## src/rtl/dir_toggle.sv

```systemverilog
// Direction pushbutton conditioner: synchronizes and debounces btn_raw,
// then toggles the registered dir level once per clean press.
module dir_toggle #(
    parameter int DEBOUNCE_CYCLES = 250000
) (
    input  logic clk,
    input  logic nrst,
    input  logic btn_raw,
    output logic dir,
    output logic dir_chg,
    output logic btn_db
);

    localparam int CW = $clog2(DEBOUNCE_CYCLES);
    localparam logic [CW-1:0] CNT_MAX = CW'(DEBOUNCE_CYCLES - 1);

    typedef enum logic [1:0] {
        IDLE,
        PRESS_WAIT,
        HELD,
        RELEASE_WAIT
    } state_t;

    state_t        state;
    logic [CW-1:0] cnt;
    logic          s1;
    logic          s2;

    // Two-flop synchronizer; only s2 is allowed to reach the debounce logic.
    always_ff @(posedge clk) begin
        if (nrst) begin
            s1 <= 1'b0;
            s2 <= 1'b0;
        end else begin
            s1 <= btn_raw;
            s2 <= s1;
        end
    end

    // Debounce FSM. btn_db is updated on the same edges that enter HELD or
    // return to IDLE, so it is a pure register with no path from btn_raw.
    always_ff @(posedge clk) begin
        if (nrst) begin
            state   <= IDLE;
            cnt     <= '0;
            dir     <= 1'b0;
            dir_chg <= 1'b0;
            btn_db  <= 1'b0;
        end else begin
            dir_chg <= 1'b0;
            case (state)
                IDLE: begin
                    if (s2) begin
                        state <= PRESS_WAIT;
                        cnt   <= '0;
                    end
                end
                PRESS_WAIT: begin
                    if (!s2) begin
                        state <= IDLE;
                    end else if (cnt == CNT_MAX) begin
                        state   <= HELD;
                        dir     <= ~dir;
                        dir_chg <= 1'b1;
                        btn_db  <= 1'b1;
                    end else begin
                        cnt <= cnt + 1'b1;
                    end
                end
                HELD: begin
                    if (!s2) begin
                        state <= RELEASE_WAIT;
                        cnt   <= '0;
                    end
                end
                RELEASE_WAIT: begin
                    if (s2) begin
                        state <= HELD;
                    end else if (cnt == CNT_MAX) begin
                        state  <= IDLE;
                        btn_db <= 1'b0;
                    end else begin
                        cnt <= cnt + 1'b1;
                    end
                end
                default: begin
                    state  <= IDLE;
                    btn_db <= 1'b0;
                end
            endcase
        end
    end

endmodule

```

## config.mk

```make
export PLATFORM = sky130hd
export DESIGN_NAME = dir_toggle
export DESIGN_NICKNAME = d
export VERILOG_FILES = /design/src/rtl/dir_toggle.sv
export SDC_FILE = /design/constraint.sdc
export NUM_CORES = 1
export LEC_CHECK = 0
export BUFFER_PORTS_ARGS = -buffer_cell sky130_fd_sc_hd__buf_2
export CAP_MARGIN = 10
export CORE_MARGIN = 2
export CORE_UTILIZATION = 40
export DETAILED_ROUTE_END_ITERATION = 7
export SYNTH_ARGS = -nofsm -noshare
export SYNTH_HDL_FRONTEND = slang
export SYNTH_SLANG_ARGS = --single-unit
```

## constraint.sdc

```tcl
create_clock -name clk -period 2.5 [get_ports clk]
set_input_delay 0.5 -clock clk [delete_from_list [all_inputs] [get_ports clk]]
set_output_delay 0.5 -clock clk [all_outputs]
set_load 0.02 [all_outputs]
```

# == Yosys cells after proc, flatten, opt, wreduce, memory -nomap -nowiden ==
# Index checks and enable logic that the tools add are counted.
# classes
n_addsub,1
n_eq_ne,12
mux,19
mul,0
div,0
n_lt_le_gt_ge,0
n_bitwise,3
shift,0
reduce_logical,7
# op_table
operator,count
$mux 18,5
$pmux 18 s4,1
$add 18x1->18 const B,1
$eq 18x18->1 const B,1
$mux 2,6
$ne 2x2->1 const B,6
$pmux 2 s4,1
$reduce_and 4->1,2
$ne 3x3->1 const B,2
$mux 1,5
$reduce_and 5->1,1
$eq 2x2->1 const B,2
$not 1->1,3
$reduce_and 3->1,1
$reduce_or 3->1,1
$eq 2x1->1 const B,1
$logic_not 2->1,1
$pmux 1 s2,1
$reduce_bool 2->1,1
# word_totals
mem_bits_rw,0
mem_count,0
mem_bits_ro,0
wordCells,49
in_bits,3
register_bits,25
latchBits,0
output_inout_bits,3

# == Longest topological paths before layout ==
# logic_depth
depth_word,4
depth_mapped,6
ltp_nobuf,5

# == Worst setup path after synthesis ==
# Ideal clock, no wire load.
# synth_timing
path_kind,register to register
startpoint,reg cnt[4]
endpoint,reg cnt[17]
stages_incl_launch_ff,6
required_ns,2.384
n_path_buf,1
setup_time_ns,0.116
setup_slack_ns,0.730
synth_period_minus_slack_ns,1.770
arrival_time_ns,1.654
path_cell_list,dfxtp_1 -> clkbuf_1 -> nand3_1 -> nor4b_1 -> a311oi_1 -> a41o_1
# synth_between
elab_chain_len,4
elab_cells_between_ends,6
cone_classes,1 x add/sub; 1 x eq/ne; 4 x mux
# synth_lines
element,line_no,rtl
from (decl),25,logic [CW-1:0] cnt;
from (signal assigned),67,cnt <= cnt + 1'b1;
from (signal assigned),83,cnt <= cnt + 1'b1;
$add 18x1->18 or $eq 18x18->1 (tied branches),n/a,
$mux 18 (*),"61, 79",
$mux 18 (on tied branches),"77, 59",
$pmux 18 s4 (*),51,case (state)
# Every way passes the cells marked *; elsewhere a longest branch is shown, timed or not. The select of a mux whose other input is x is not followed.
# A chain may end at the register's enable or synchronous reset.

# == Final worst setup path ==
# Ends and elaborated chain as after synthesis.

==> flow_metrics.env <==
export IMPL_cts_max_level=1
export IMPL_postCtsResizedCells=0
export IMPL_overflow=0
export IMPL_share_comb_of_total_power=0.047
export IMPL_p_seq_frac=0.666
export IMPL_min_path_type="input port to flip-flop"
export IMPL_synth_net_count=144
export IMPL_number_of_buffers_added_to_fix_hold_violations_after_cts=0
export IMPL_postLayoutCellArea_um2=1280
export IMPL_max_cap_viol_count=0
export IMPL_cp_arrival_ns=2.16
export IMPL_startpoint_type="flip-flop"
export IMPL_intPower_mw=0.474
export IMPL_tightestPinTransition_ns=0.753
export IMPL_synth_top_flop_cell="sky130_fd_sc_hd__dfxtp_1"
export IMPL_post_cts_setup_buffer_count=0
export IMPL_worst_skew_pair_late_latency_ns=0.31
export IMPL_seq_area_um2=500
export IMPL_r2r_cells=4
export IMPL_post_layout_min_period_ns=1.95
export IMPL_fillerInstances=293
export IMPL_postSynthAreaPerCell_um2=8.67
export IMPL_final_setup_skew_ns=0.00757
export IMPL_clkSlewWorstSetupHoldPaths_ns=0.13
export IMPL_grt_total_usage=0.160
export IMPL_total_leakage_power_nw=0.419
export IMPL_fin_util=0.454
export IMPL_placedInstanceArea_um2=1260
export IMPL_drt_first_iter_violations=72
export IMPL_endpoint_kind="flip-flop"
export IMPL_netlist_area_um2=1210
export IMPL_synth_warning_count=0
export IMPL_finalHoldViolCount=0
export IMPL_diodes=0
export IMPL_die_h_um=59.1
export IMPL_unique_masters_post_synth=39
export IMPL_clock_fmax_mhz=513
export IMPL_final_cell_mix="sky130_fd_sc_hd__dfxtp_1 (25), sky130_fd_sc_hd__a21oi_1 (12), sky130_fd_sc_hd__nor2_1 (10)"
export IMPL_dp_hpwl_um=1830
export IMPL_final_setup_viol_count=0
export IMPL_finalNetCount=148
export IMPL_cts_tree="done"
export IMPL_slew_headroom=0.491
export IMPL_core_area_um2=2830
export IMPL_fp_dieW_um=59.1
export IMPL_run_status="finished clean"
export IMPL_fraction_of_final_layout_cells_with_drive_strength_greater_than_1=0.0979
export IMPL_multi_input_comb_area_um2=668
export IMPL_synthesis_instances=140
export IMPL_power_total_mw=0.608
export IMPL_gp_routability_congestion=0.765
export IMPL_post_route_drc_count=0
export IMPL_timing_worst_setup_path_type="flip-flop to flip-flop"
export IMPL_synth_edff_count=0
export IMPL_grt_pass1_vias=977
export IMPL_cts_buffers_inserted=3
export IMPL_flow_area_growth_from_synthesis_pct=5.88
export IMPL_seq_area_frac_synth=0.412
export IMPL_clock_sinks=25
export IMPL_switchingPower_mw=0.134
export IMPL_post_drt_wl_per_cell_um=13.9
export IMPL_hold_path_depth=2
export IMPL_maxSlewViolCount=0
export IMPL_ir_worst_vdd_v=0.000357
export IMPL_core_rowCount=19
export IMPL_most_common_library_cell_in_the_layout_ignoring_fill_and_taps="sky130_fd_sc_hd__dfxtp_1"
export IMPL_fp_dieArea_um2=3490
export IMPL_route_detailed_vias_per_inst=6.00
export IMPL_swShare=0.221
export IMPL_initial_antenna_violation_count=0
export IMPL_grt_start_max_net_pins=17
export IMPL_firstDrtPassIters=4
export IMPL_ys_ff_latch=25
export IMPL_root_buffer_cell="sky130_fd_sc_hd__clkbuf_4"
export IMPL_period_share=0.779
export IMPL_final_layout_setup_total_negative_slack_ns=0
export IMPL_max_fo_critical_path=9
export IMPL_required_ns=2.71
export IMPL_place_port_buffers=5
export IMPL_initial_util=0.429
export IMPL_dr_vias=1044
export IMPL_rrSetupSlack_ns=0.55
export IMPL_ioPinCount=6
export IMPL_synth_async_sr_flop_share=0
export IMPL_drt_total_wl_um=2430
export IMPL_ctsLongestPathBuffers=2
export IMPL_power_density_nw_per_um2=473
export IMPL_route_antenna_remaining_nets=0
export IMPL_clkPwrFrac=0.287
export IMPL_rsz0062_at_grt="no"
export IMPL_global_route_wire_length_before_repair_um=4330
-- worst paths after layout --
kind | from | endpoint
min reg2reg | s1 | s2
max | cnt[4] | cnt[17]
max reg2reg | cnt[4] | cnt[17]
min | btn_raw | s1
-- layout make-up --
cell class,count,share of cell area
clock buffers,4,0.0204
inverters,5,0.0146
multi-input cells,103,0.520
flip-flops and latches,25,0.389
well taps,31,0.0302
repair buffers,6,0.0253
-- synth_stat cells (all sizes together), types with 2 or more instances --
| cell | n | area [um^2] |
|---|---|---|
| a21oi | 12 | 60.1 |
| and4 | 4 | 35.0 |
| clkbuf | 6 | 22.5 |
| dfxtp | 25 | 500 |
| inv | 5 | 18.8 |
| mux2 | 2 | 22.5 |
| mux2i | 2 | 20.0 |
| nand2 | 5 | 18.8 |
| nand2b | 3 | 18.8 |
| nand3 | 6 | 30.0 |
| nand3b | 2 | 15.0 |
| nand4 | 6 | 37.5 |
| nand4b | 3 | 26.3 |
| nor2 | 10 | 37.5 |
| nor2b | 3 | 18.8 |
| nor3 | 3 | 15.0 |
| nor4 | 2 | 12.5 |
| nor4b | 2 | 17.5 |
| o21ai | 9 | 45.0 |
| o31ai | 2 | 15.0 |
| or3 | 6 | 37.5 |
| xnor2 | 4 | 35.0 |
| xor2 | 2 | 17.5 |
-- per-stage QoR --
step / setup slack [ns] / hold slack, ns / std cells
floorplan: 0.730 / 0.414 / 140
global placement: 0.673 / 0.424 / 170
detailed placement: 0.610 / 0.428 / 170
CTS: 0.568 / 0.383 / 174
global route: 0.402 / 0.394 / 174
finish: 0.552 / 0.387 / 174
-- layer usage --
metal,share of wire,track usage
met5,0,0
met4,0.0066,0.0325
met3,0.049,0.0393
met2,0.47,0.262
met1,0.48,0.213
-- worst max-delay path, stage by stage (launching register included) --
cell and delay, ns:
sky130_fd_sc_hd__dfxtp_1 0.49, sky130_fd_sc_hd__nand3_1 0.22, sky130_fd_sc_hd__nor4b_1 0.72, sky130_fd_sc_hd__a311oi_1 0.20, sky130_fd_sc_hd__a41o_1 0.23
-- registers in the layout (all words and copies together) (netlist names), named ones only --
register and count:
state 1, s2 1, dir_chg 1, dir 1, cnt 18, s1 1
btn_db 1
-- logic make-up (layout without fill, tap and decap cells) --
group / Yosys count / count (layout) / synth area share
compound gates: 32 / 32 / 0.162
mux: 4 / 4 / 0.0351
simple gates: 60 / 60 / 0.300
xor+xnor: 6 / 6 / 0.0433
flops: 25 / 25 / 0.412
buf+inv: 12 / 15 / 0.0371
fa+ha+maj: 1 / 1 / 0.0103
-- power by group through the flow --
stage | Combinational, mW | Clock, mW | Sequential (mW)
6_report | 0.0289 | 0.175 | 0.405
5_1_grt | 0.0320 | 0.200 | 0.406
4_1_cts | 0.0287 | 0.184 | 0.405
3_5_place_dp | 0.0286 | 0 | 0.414
3_3_place_gp | 0.0283 | 0 | 0.414
2_1_floorplan | 0.0178 | 0 | 0.415
No activity file was read; power rests on OpenSTA's default activity.
